### config.mk
export PLATFORM = sky130hd
export DESIGN_NAME = accum_rd_streamer_flat
export DESIGN_NICKNAME = d
export VERILOG_FILES = /design/src/rtl/accum_pkg.sv /design/src/rtl/accum_rd_streamer_if.sv /design/src/rtl/accum_stream_fifo.sv /design/src/rtl/accum_rd_streamer.sv /design/src/flat_wrapper.sv
export SDC_FILE = /design/constraint.sdc
export NUM_CORES = 2
export LEC_CHECK = 0
export ABC_AREA = 0
export ABC_CLOCK_PERIOD_IN_PS = 5500
export CAP_MARGIN = 40
export CELL_PAD_IN_SITES_DETAIL_PLACEMENT = 1
export CELL_PAD_IN_SITES_GLOBAL_PLACEMENT = 2
export CORE_AREA = 2 2 336 338
export CTS_BUF_LIST = sky130_fd_sc_hd__clkbuf_4
export DETAILED_ROUTE_END_ITERATION = 8
export DIE_AREA = 0 0 338 340
export HOLD_SLACK_MARGIN = 0.08
export PLACE_DENSITY = 0.92
export SETUP_SLACK_MARGIN = 0.5
export SLEW_MARGIN = 30
export SYNTH_ARGS = -nofsm -noshare
export SYNTH_HDL_FRONTEND = slang
export SYNTH_SLANG_ARGS = --single-unit
### constraint.sdc
create_clock -name clk -period 5.5 [get_ports clk]
set_input_delay 1.1 -clock clk [delete_from_list [all_inputs] [get_ports clk]]
set_output_delay 1.1 -clock clk [all_outputs]
set_load 0.03 [all_outputs]
### src/rtl/accum_pkg.sv
// ---------------------------------------------------------------------------
// accum_pkg
// Shared types and default sizes for the accumulator read-back streamer.
//   state_t    : sequencer states (IDLE, ISSUE, DRAIN, DONE)
//   DEF_*      : default geometry used by the interface, top level and bench
//   ROW_W      : bits in one returned multi-bank row
//   CNT_W      : row counter width (one extra bit so a full 2^ADDR_WIDTH sweep fits)
// ---------------------------------------------------------------------------
package accum_pkg;

    localparam int DEF_NUM_BANKS  = 4;
    localparam int DEF_ADDR_WIDTH = 9;
    localparam int DEF_DATA_WIDTH = 64;
    localparam int DEF_FIFO_DEPTH = 4;

    localparam int ROW_W = DEF_NUM_BANKS * DEF_DATA_WIDTH;
    localparam int CNT_W = DEF_ADDR_WIDTH + 1;

    typedef enum logic [1:0] {
        IDLE,
        ISSUE,
        DRAIN,
        DONE
    } state_t;

endpackage

### src/rtl/accum_rd_streamer_if.sv
// ---------------------------------------------------------------------------
// accum_rd_streamer_if
// Bundles the accumulator read channel and the outgoing row stream.
//   rd_valid/rd_ready/rd_addr/rd_mask : read command (master drives valid/addr/mask)
//   rvalid/rdata                      : fixed-latency read return (no backpressure)
//   m_valid/m_ready/m_data/m_last     : row stream toward the packer
// Modports: master = the streamer, slave = accumulator + downstream consumer.
// ---------------------------------------------------------------------------
interface accum_rd_streamer_if import accum_pkg::*; #(
    parameter int NUM_BANKS  = DEF_NUM_BANKS,
    parameter int ADDR_WIDTH = DEF_ADDR_WIDTH,
    parameter int DATA_WIDTH = DEF_DATA_WIDTH
);

    logic                            rd_valid;
    logic                            rd_ready;
    logic [ADDR_WIDTH-1:0]           rd_addr;
    logic [NUM_BANKS-1:0]            rd_mask;
    logic                            rvalid;
    logic [NUM_BANKS*DATA_WIDTH-1:0] rdata;
    logic                            m_valid;
    logic                            m_ready;
    logic [NUM_BANKS*DATA_WIDTH-1:0] m_data;
    logic                            m_last;

    modport master (
        output rd_valid, rd_addr, rd_mask, m_valid, m_data, m_last,
        input  rd_ready, rvalid, rdata, m_ready
    );

    modport slave (
        input  rd_valid, rd_addr, rd_mask, m_valid, m_data, m_last,
        output rd_ready, rvalid, rdata, m_ready
    );

endinterface

### src/rtl/accum_stream_fifo.sv
// ---------------------------------------------------------------------------
// accum_stream_fifo
// Synchronous FIFO holding {last, row} entries for the output stream.
//   clk, rstn      : clock, asynchronous active-low reset (storage included)
//   push/push_data : write an entry (ignored when full)
//   pop            : drop the head entry (ignored when empty)
//   head           : current head entry (registered storage, no bypass)
//   empty, count   : occupancy status; push and pop may share a cycle
// ---------------------------------------------------------------------------
module accum_stream_fifo #(
    parameter int WIDTH = 257,
    parameter int DEPTH = 4
) (
    input  logic                   clk,
    input  logic                   rstn,
    input  logic                   push,
    input  logic [WIDTH-1:0]       push_data,
    input  logic                   pop,
    output logic [WIDTH-1:0]       head,
    output logic                   empty,
    output logic [$clog2(DEPTH):0] count
);

    localparam int PW = $clog2(DEPTH);
    localparam int CW = PW + 1;

    logic [WIDTH-1:0] mem [DEPTH];
    logic [PW-1:0]    wr_ptr;
    logic [PW-1:0]    rd_ptr;
    logic [CW-1:0]    cnt;
    logic             do_push;
    logic             do_pop;

    assign do_push = push && (cnt != CW'(DEPTH));
    assign do_pop  = pop && (cnt != '0);

    // NOTE: storage sits in the async reset branch so a mid-job abort leaves a
    // clean, all-zero head; this forces flops rather than a RAM macro.
    // NOTE: all sequential state uses non-blocking assignment so every flop
    // samples pre-edge values regardless of statement order.
    always_ff @(posedge clk or negedge rstn) begin
        if (!rstn) begin
            wr_ptr <= '0;
            rd_ptr <= '0;
            cnt    <= '0;
            for (int i = 0; i < DEPTH; i++) begin
                mem[i] <= '0;
            end
        end else begin
            if (do_push) begin
                mem[wr_ptr] <= push_data;
                wr_ptr      <= wr_ptr + PW'(1);
            end
            if (do_pop) begin
                rd_ptr <= rd_ptr + PW'(1);
            end
            cnt <= cnt + CW'(do_push) - CW'(do_pop);
        end
    end

    assign head  = mem[rd_ptr];
    assign empty = (cnt == '0);
    assign count = cnt;

endmodule

### src/rtl/accum_rd_streamer.sv
// ---------------------------------------------------------------------------
// accum_rd_streamer
// Sweeps a contiguous row range of the accumulator, issuing one masked read
// per row, and replays the returned rows as a valid/ready stream with last.
//   clk, rstn       : clock, asynchronous active-low reset
//   start           : job request, accepted only while idle
//   base_addr, len  : first row and row count (len==0 is a no-op job)
//   bank_mask       : banks to read; unmasked slices are returned as zero
//   busy, done      : job in progress / one-cycle end-of-job pulse
//   bus (master)    : read command, fixed-latency return, output stream
// Issue is credit-limited: a read is only launched when the return buffer
// plus the one possible in-flight return fit, because rdata cannot stall.
// ---------------------------------------------------------------------------
module accum_rd_streamer import accum_pkg::*; #(
    parameter int NUM_BANKS  = DEF_NUM_BANKS,
    parameter int ADDR_WIDTH = DEF_ADDR_WIDTH,
    parameter int DATA_WIDTH = DEF_DATA_WIDTH,
    parameter int FIFO_DEPTH = DEF_FIFO_DEPTH
) (
    input  logic                   clk,
    input  logic                   rstn,
    input  logic                   start,
    input  logic [ADDR_WIDTH-1:0]  base_addr,
    input  logic [ADDR_WIDTH:0]    len,
    input  logic [NUM_BANKS-1:0]   bank_mask,
    output logic                   busy,
    output logic                   done,
    accum_rd_streamer_if.master    bus
);

    localparam int ROW_BITS = NUM_BANKS * DATA_WIDTH;
    localparam int CNT_BITS = ADDR_WIDTH + 1;
    localparam int OCC_W    = $clog2(FIFO_DEPTH) + 1;
    localparam logic [OCC_W-1:0] DEPTH_C = OCC_W'(FIFO_DEPTH);

    state_t                state;
    state_t                state_nxt;
    logic [ADDR_WIDTH-1:0] base_q;
    logic [CNT_BITS-1:0]   len_q;
    logic [NUM_BANKS-1:0]  mask_q;
    logic [CNT_BITS-1:0]   issue_cnt;
    logic                  inflight;
    logic                  tag_last;

    logic                  issue_hs;
    logic                  is_last_issue;
    logic [OCC_W-1:0]      fifo_count;
    logic [OCC_W-1:0]      occ;
    logic                  fifo_empty;
    logic                  pop;
    logic [ROW_BITS-1:0]   masked_row;
    logic [ROW_BITS:0]     head;

    // Occupancy ignores a same-cycle pop on purpose: the credit check stays
    // independent of m_ready, so overflow is impossible by construction.
    assign occ           = fifo_count + OCC_W'(inflight);
    assign bus.rd_valid  = (state == ISSUE) && (occ < DEPTH_C);
    assign issue_hs      = bus.rd_valid && bus.rd_ready;
    assign is_last_issue = (issue_cnt == len_q - CNT_BITS'(1));
    assign bus.rd_addr   = base_q + issue_cnt[ADDR_WIDTH-1:0];
    assign bus.rd_mask   = mask_q;

    // NOTE: every always_comb output gets a default first, so no path can
    // leave a value unassigned and infer a latch.
    always_comb begin
        state_nxt = state;
        busy      = (state != IDLE);
        done      = (state == DONE);
        case (state)
            IDLE: begin
                if (start) begin
                    state_nxt = (len == '0) ? DONE : ISSUE;
                end
            end
            ISSUE: begin
                if (issue_hs && is_last_issue) begin
                    state_nxt = DRAIN;
                end
            end
            DRAIN: begin
                // Look ahead through this cycle's pop so done lands on the
                // cycle right after the final beat leaves.
                if (!inflight && (fifo_empty || (fifo_count == OCC_W'(1) && pop))) begin
                    state_nxt = DONE;
                end
            end
            DONE: begin
                state_nxt = IDLE;
            end
            default: begin
                state_nxt = IDLE;
            end
        endcase
    end

    always_ff @(posedge clk or negedge rstn) begin
        if (!rstn) begin
            state     <= IDLE;
            base_q    <= '0;
            len_q     <= '0;
            mask_q    <= '0;
            issue_cnt <= '0;
            inflight  <= 1'b0;
            tag_last  <= 1'b0;
        end else begin
            state    <= state_nxt;
            inflight <= issue_hs;
            tag_last <= issue_hs && is_last_issue;
            if (state == IDLE && start && len != '0) begin
                base_q    <= base_addr;
                len_q     <= len;
                mask_q    <= bank_mask;
                issue_cnt <= '0;
            end else if (issue_hs) begin
                issue_cnt <= issue_cnt + CNT_BITS'(1);
            end
        end
    end

    always_comb begin
        masked_row = '0;
        for (int i = 0; i < NUM_BANKS; i++) begin
            masked_row[i*DATA_WIDTH +: DATA_WIDTH] =
                mask_q[i] ? bus.rdata[i*DATA_WIDTH +: DATA_WIDTH] : '0;
        end
    end

    assign pop = !fifo_empty && bus.m_ready;

    accum_stream_fifo #(
        .WIDTH (ROW_BITS + 1),
        .DEPTH (FIFO_DEPTH)
    ) u_fifo (
        .clk       (clk),
        .rstn      (rstn),
        .push      (bus.rvalid && inflight),
        .push_data ({tag_last, masked_row}),
        .pop       (pop),
        .head      (head),
        .empty     (fifo_empty),
        .count     (fifo_count)
    );

    assign bus.m_valid = !fifo_empty;
    assign bus.m_last  = head[ROW_BITS];
    assign bus.m_data  = head[ROW_BITS-1:0];

endmodule

### src/flat_wrapper.sv
// flat-port wrapper written by rule: the top's interface ports become plain ports
module accum_rd_streamer_flat import accum_pkg::*;
#(
    parameter int NUM_BANKS  = DEF_NUM_BANKS,
    parameter int ADDR_WIDTH = DEF_ADDR_WIDTH,
    parameter int DATA_WIDTH = DEF_DATA_WIDTH,
    parameter int FIFO_DEPTH = DEF_FIFO_DEPTH
)
  (clk, rstn, start, base_addr, len, bank_mask, busy, done, bus_rd_valid, bus_rd_addr, bus_rd_mask, bus_m_valid, bus_m_data, bus_m_last, bus_rd_ready, bus_rvalid, bus_rdata, bus_m_ready);
  accum_rd_streamer_if #(.NUM_BANKS(NUM_BANKS), .ADDR_WIDTH(ADDR_WIDTH), .DATA_WIDTH(DATA_WIDTH)) bus_i ();
  input  logic clk;
  input  logic rstn;
  input  logic start;
  input  logic [ADDR_WIDTH-1:0] base_addr;
  input  logic [ADDR_WIDTH:0] len;
  input  logic [NUM_BANKS-1:0] bank_mask;
  output logic busy;
  output logic done;
  output wire logic [$bits(bus_i.rd_valid)-1:0] bus_rd_valid;
  output wire logic [$bits(bus_i.rd_addr)-1:0] bus_rd_addr;
  output wire logic [$bits(bus_i.rd_mask)-1:0] bus_rd_mask;
  output wire logic [$bits(bus_i.m_valid)-1:0] bus_m_valid;
  output wire logic [$bits(bus_i.m_data)-1:0] bus_m_data;
  output wire logic [$bits(bus_i.m_last)-1:0] bus_m_last;
  input wire logic [$bits(bus_i.rd_ready)-1:0] bus_rd_ready;
  input wire logic [$bits(bus_i.rvalid)-1:0] bus_rvalid;
  input wire logic [$bits(bus_i.rdata)-1:0] bus_rdata;
  input wire logic [$bits(bus_i.m_ready)-1:0] bus_m_ready;
  assign bus_rd_valid = bus_i.rd_valid;
  assign bus_rd_addr = bus_i.rd_addr;
  assign bus_rd_mask = bus_i.rd_mask;
  assign bus_m_valid = bus_i.m_valid;
  assign bus_m_data = bus_i.m_data;
  assign bus_m_last = bus_i.m_last;
  assign bus_i.rd_ready = bus_rd_ready;
  assign bus_i.rvalid = bus_rvalid;
  assign bus_i.rdata = bus_rdata;
  assign bus_i.m_ready = bus_m_ready;
  accum_rd_streamer #(.NUM_BANKS(NUM_BANKS), .ADDR_WIDTH(ADDR_WIDTH), .DATA_WIDTH(DATA_WIDTH), .FIFO_DEPTH(FIFO_DEPTH)) u_core (.clk(clk), .rstn(rstn), .start(start), .base_addr(base_addr), .len(len), .bank_mask(bank_mask), .busy(busy), .done(done), .bus(bus_i));
endmodule
==> run_results.csv <==
group,metric,value,unit
status,status,"finished, final reports clean",
timing,finalHoldViolations,0,
floorplanning,die_area,0.115,mm^2
setup_path,cp-start-kind,"flip-flop",
timing,setup-tns-final,0,ns
routing,dr.first_iter.drc_count,1876,
yosys,netlist_instances,4148,
setup_path,required,4.40,ns
global_routing,grt_pass1_wl,216000,um
pwr,power.density,593,mW/mm^2
routing,num_vias,34466,
placed_design,placed_cell_area,0.0526,mm^2
timing,setup_viol,0,
pwr,max-vdd-ir-drop,0.290,mV
placed_design,io_buffers,558,
timing,fin_worst_skew,0.112,ns
setup_path,path_class,"reg -> out",
global_routing,grt_pass1_vias,38668,
timing,rsz0062_at_grt,"false",
clock_tree,cts_made_buffers,312,
yosys,synthArstFlopShare,1.00,
timing,fin_crit,4.83,ns
layout,final_layout_size_suffix_gt1_frac,0.169,
clock_tree,clockBufferDepth,4,
yosys,netlist.area_leader.share,0.592,
layout,n_fill_cell,12174,
yosys,synth_area_per_cell,10.9,um^2
layout,multi_input_area,0.0173,mm^2
layout,post-route-util,0.506,
yosys,netlist-cell-type-count,48,
yosys,yosysSeqAreaShare,0.592,
job,drv_cap,0,
yosys,synth_ff_type,"dfrtp_1",
layout,finalNonFillerCells,6505,
timing,drv_slew,0,
pwr,p_total,33.5,mW
placed_design,hpwl,86700,um
timing,slew_headroom,0.409,
yosys,synth-edff-count,0,
timing,worstMarginPinSlew,0.887,ns
yosys,synth_warnings,0,
routing,wl,135000,um
layout,seq_area,0.0268,mm^2
clock_tree,clock_latency,1.20,ns
yosys,ys_seq_elements,1072,
timing,setup_slack,0.671,ns
clock_tree,cts.sinks,1072,
global_routing,grt_max_degree,169,
floorplanning,start_util,0.406,
clock_tree,root_buffer,"clkbuf_4",
routing,antenna_left,0,
routing,drc,0,
placed_design,placedCellCount,5968,
timing,holdWs,0.473,ns
clock_tree,clk_pin_slew_worst_paths,0.06,ns
layout,num-nets-final,5096,
layout,mostFrequentLayoutCells,"nand2_1 (1,293), dfrtp_1 (1,066), o21ai_0 (944)",
routing,routedWlPerCell,20.8,um
floorplanning,ios,559,
global_routing,antenna_found_initial,17,
floorplanning,rows,123,
global_routing,grt_usage,0.240,
setup_path,cp_max_fo,61,
pwr,leakage,25.0,nW
setup_path,worstPathArrival,3.73,ns
clock_tree,cts_tree,"built",
placed_design,dp_slack,1.65,ns
yosys,synth_fp_nets,4456,
yosys,yosys.area.top_type,"dfrtp_1",
timing,fmax,0.207,GHz
floorplanning,die_y,340,um
layout,area_growth_syn_to_layout,24.7,%
floorplanning,die_width,338,um
placed_design,place.gp.congestion,0.769,
layout,final_cell_area,0.0565,mm^2
routing,drt_pre_antenna_iters,5,
layout,final_common_cell,"nand2_1",
setup_path,endpoint_kind,"output pin",
global_routing,gr-total-overflow,0,
min_path,hold_class,"reg -> reg",
timing,period_share,0.878,
floorplanning,core-area,0.112,mm^2
clock_tree,htreeDepth,5,
yosys,synth_area,0.0453,mm^2
yosys,synth_area_leaders,"dfrtp_1 (59%), mux4_2 (13%), nand2_1 (11%)",
routing,vias_per_cell,5.30,
## registers in the layout, summed over array words and instances (netlist names)
register              count
u_core.issue_cnt         10
u_core.tag_last           1
u_core.len_q             10
u_core.u_fifo.mem      1028
u_core.u_fifo.rd_ptr      2
u_core.base_q             9
u_core.u_fifo.wr_ptr      2
u_core.state              2
u_core.inflight           1
u_core.bus.rd_mask        4
u_core.u_fifo.count       3
## cells in the mapped netlist, types with 2 or more instances
library cell	instances
nor2_1	16
mux2_2	12
ha_1	21
buf_2	22
nor4_1	4
dfrtp_1	1072
mux4_2	257
mux2_1	12
xnor2_1	22
a21o_1	2
buf_1	30
o21ai_1	88
and3_1	4
o21bai_1	2
xor2_1	14
mux2i_1	2
nor2b_1	2
nand2b_1	2
a21oi_1	10
nand3_1	5
and2_1	2
clkbuf_1	261
a41oi_1	2
o21ai_0	944
inv_1	18
nor3_1	3
fa_1	2
nand2_1	1297
## layer usage
layer	wire (um)	track usage	part of all wire	vias up
li1	-	-	-	15727
met1	54200	0.294	0.40	17535
met2	66900	0.397	0.49	891
met3	9410	0.0687	0.070	287
met4	4600	0.100	0.034	26
met5	177	0	0.0013	-
## cells by family after synthesis
logic type | count (synthesis) | share of synthesized area
flops | 1072 | 0.592
simple gates | 1345 | 0.114
buf+inv | 332 | 0.0282
mux | 283 | 0.134
xor+xnor | 36 | 0.00696
fa+ha+maj | 23 | 0.00668
compound gates | 1057 | 0.118
## path summary, 6_finish.rpt
kind | startpoint | endpoint | slack [ns] | cells past startpoint
setup reg to reg | u_core.u_fifo.count[1] | u_core.u_fifo.mem[891] | 2.65 | 6
hold reg to reg | u_core.u_fifo.mem[889] | u_core.u_fifo.mem[889] | 0.47 | 2
hold / removal | u_core.u_fifo.mem[889] | u_core.u_fifo.mem[889] | 0.47 | 2
setup / recovery | u_core.u_fifo.rd_ptr[1] | bus_m_data[147] | 0.67 | 3
min in group asynchronous | rstn | u_core.u_fifo.mem[726] | 0.61 | 2
max in group asynchronous | rstn | u_core.u_fifo.mem[107] | 3.53 | 3
## critical path: stages, from the launching register on
cell and delay, ns:
dfrtp_4 0.98, buf_12 0.45, mux4_2 0.37, clkdlybuf4s50_1 0.72
## power breakdown
group,internal (mW),switching [mW],total [mW],leakage [nW]
clock,3.91,3.39,7.30,2.27
sequential,11.0,1.90,12.9,14.6
combinational,5.74,7.63,13.4,8.21
## cell type report
type,instances,share of cell area
flip-flops and latches,1072,0.475
multi-input cells,2744,0.305
repair buffers,640,0.118
clock buffers,463,0.0615
well taps,1500,0.0332
clock inverters,58,0.00503
inverters,18,0.00120
diodes,10,0.000443
## timing repair
item	in CTS	in global routing
hold endpoints to repair	69	0
endpoints found under the setup margin	15	2
hold buffers	1	0
buffers inserted	1	0
resized for setup	1	2
(Power assumes the default switching activity.)
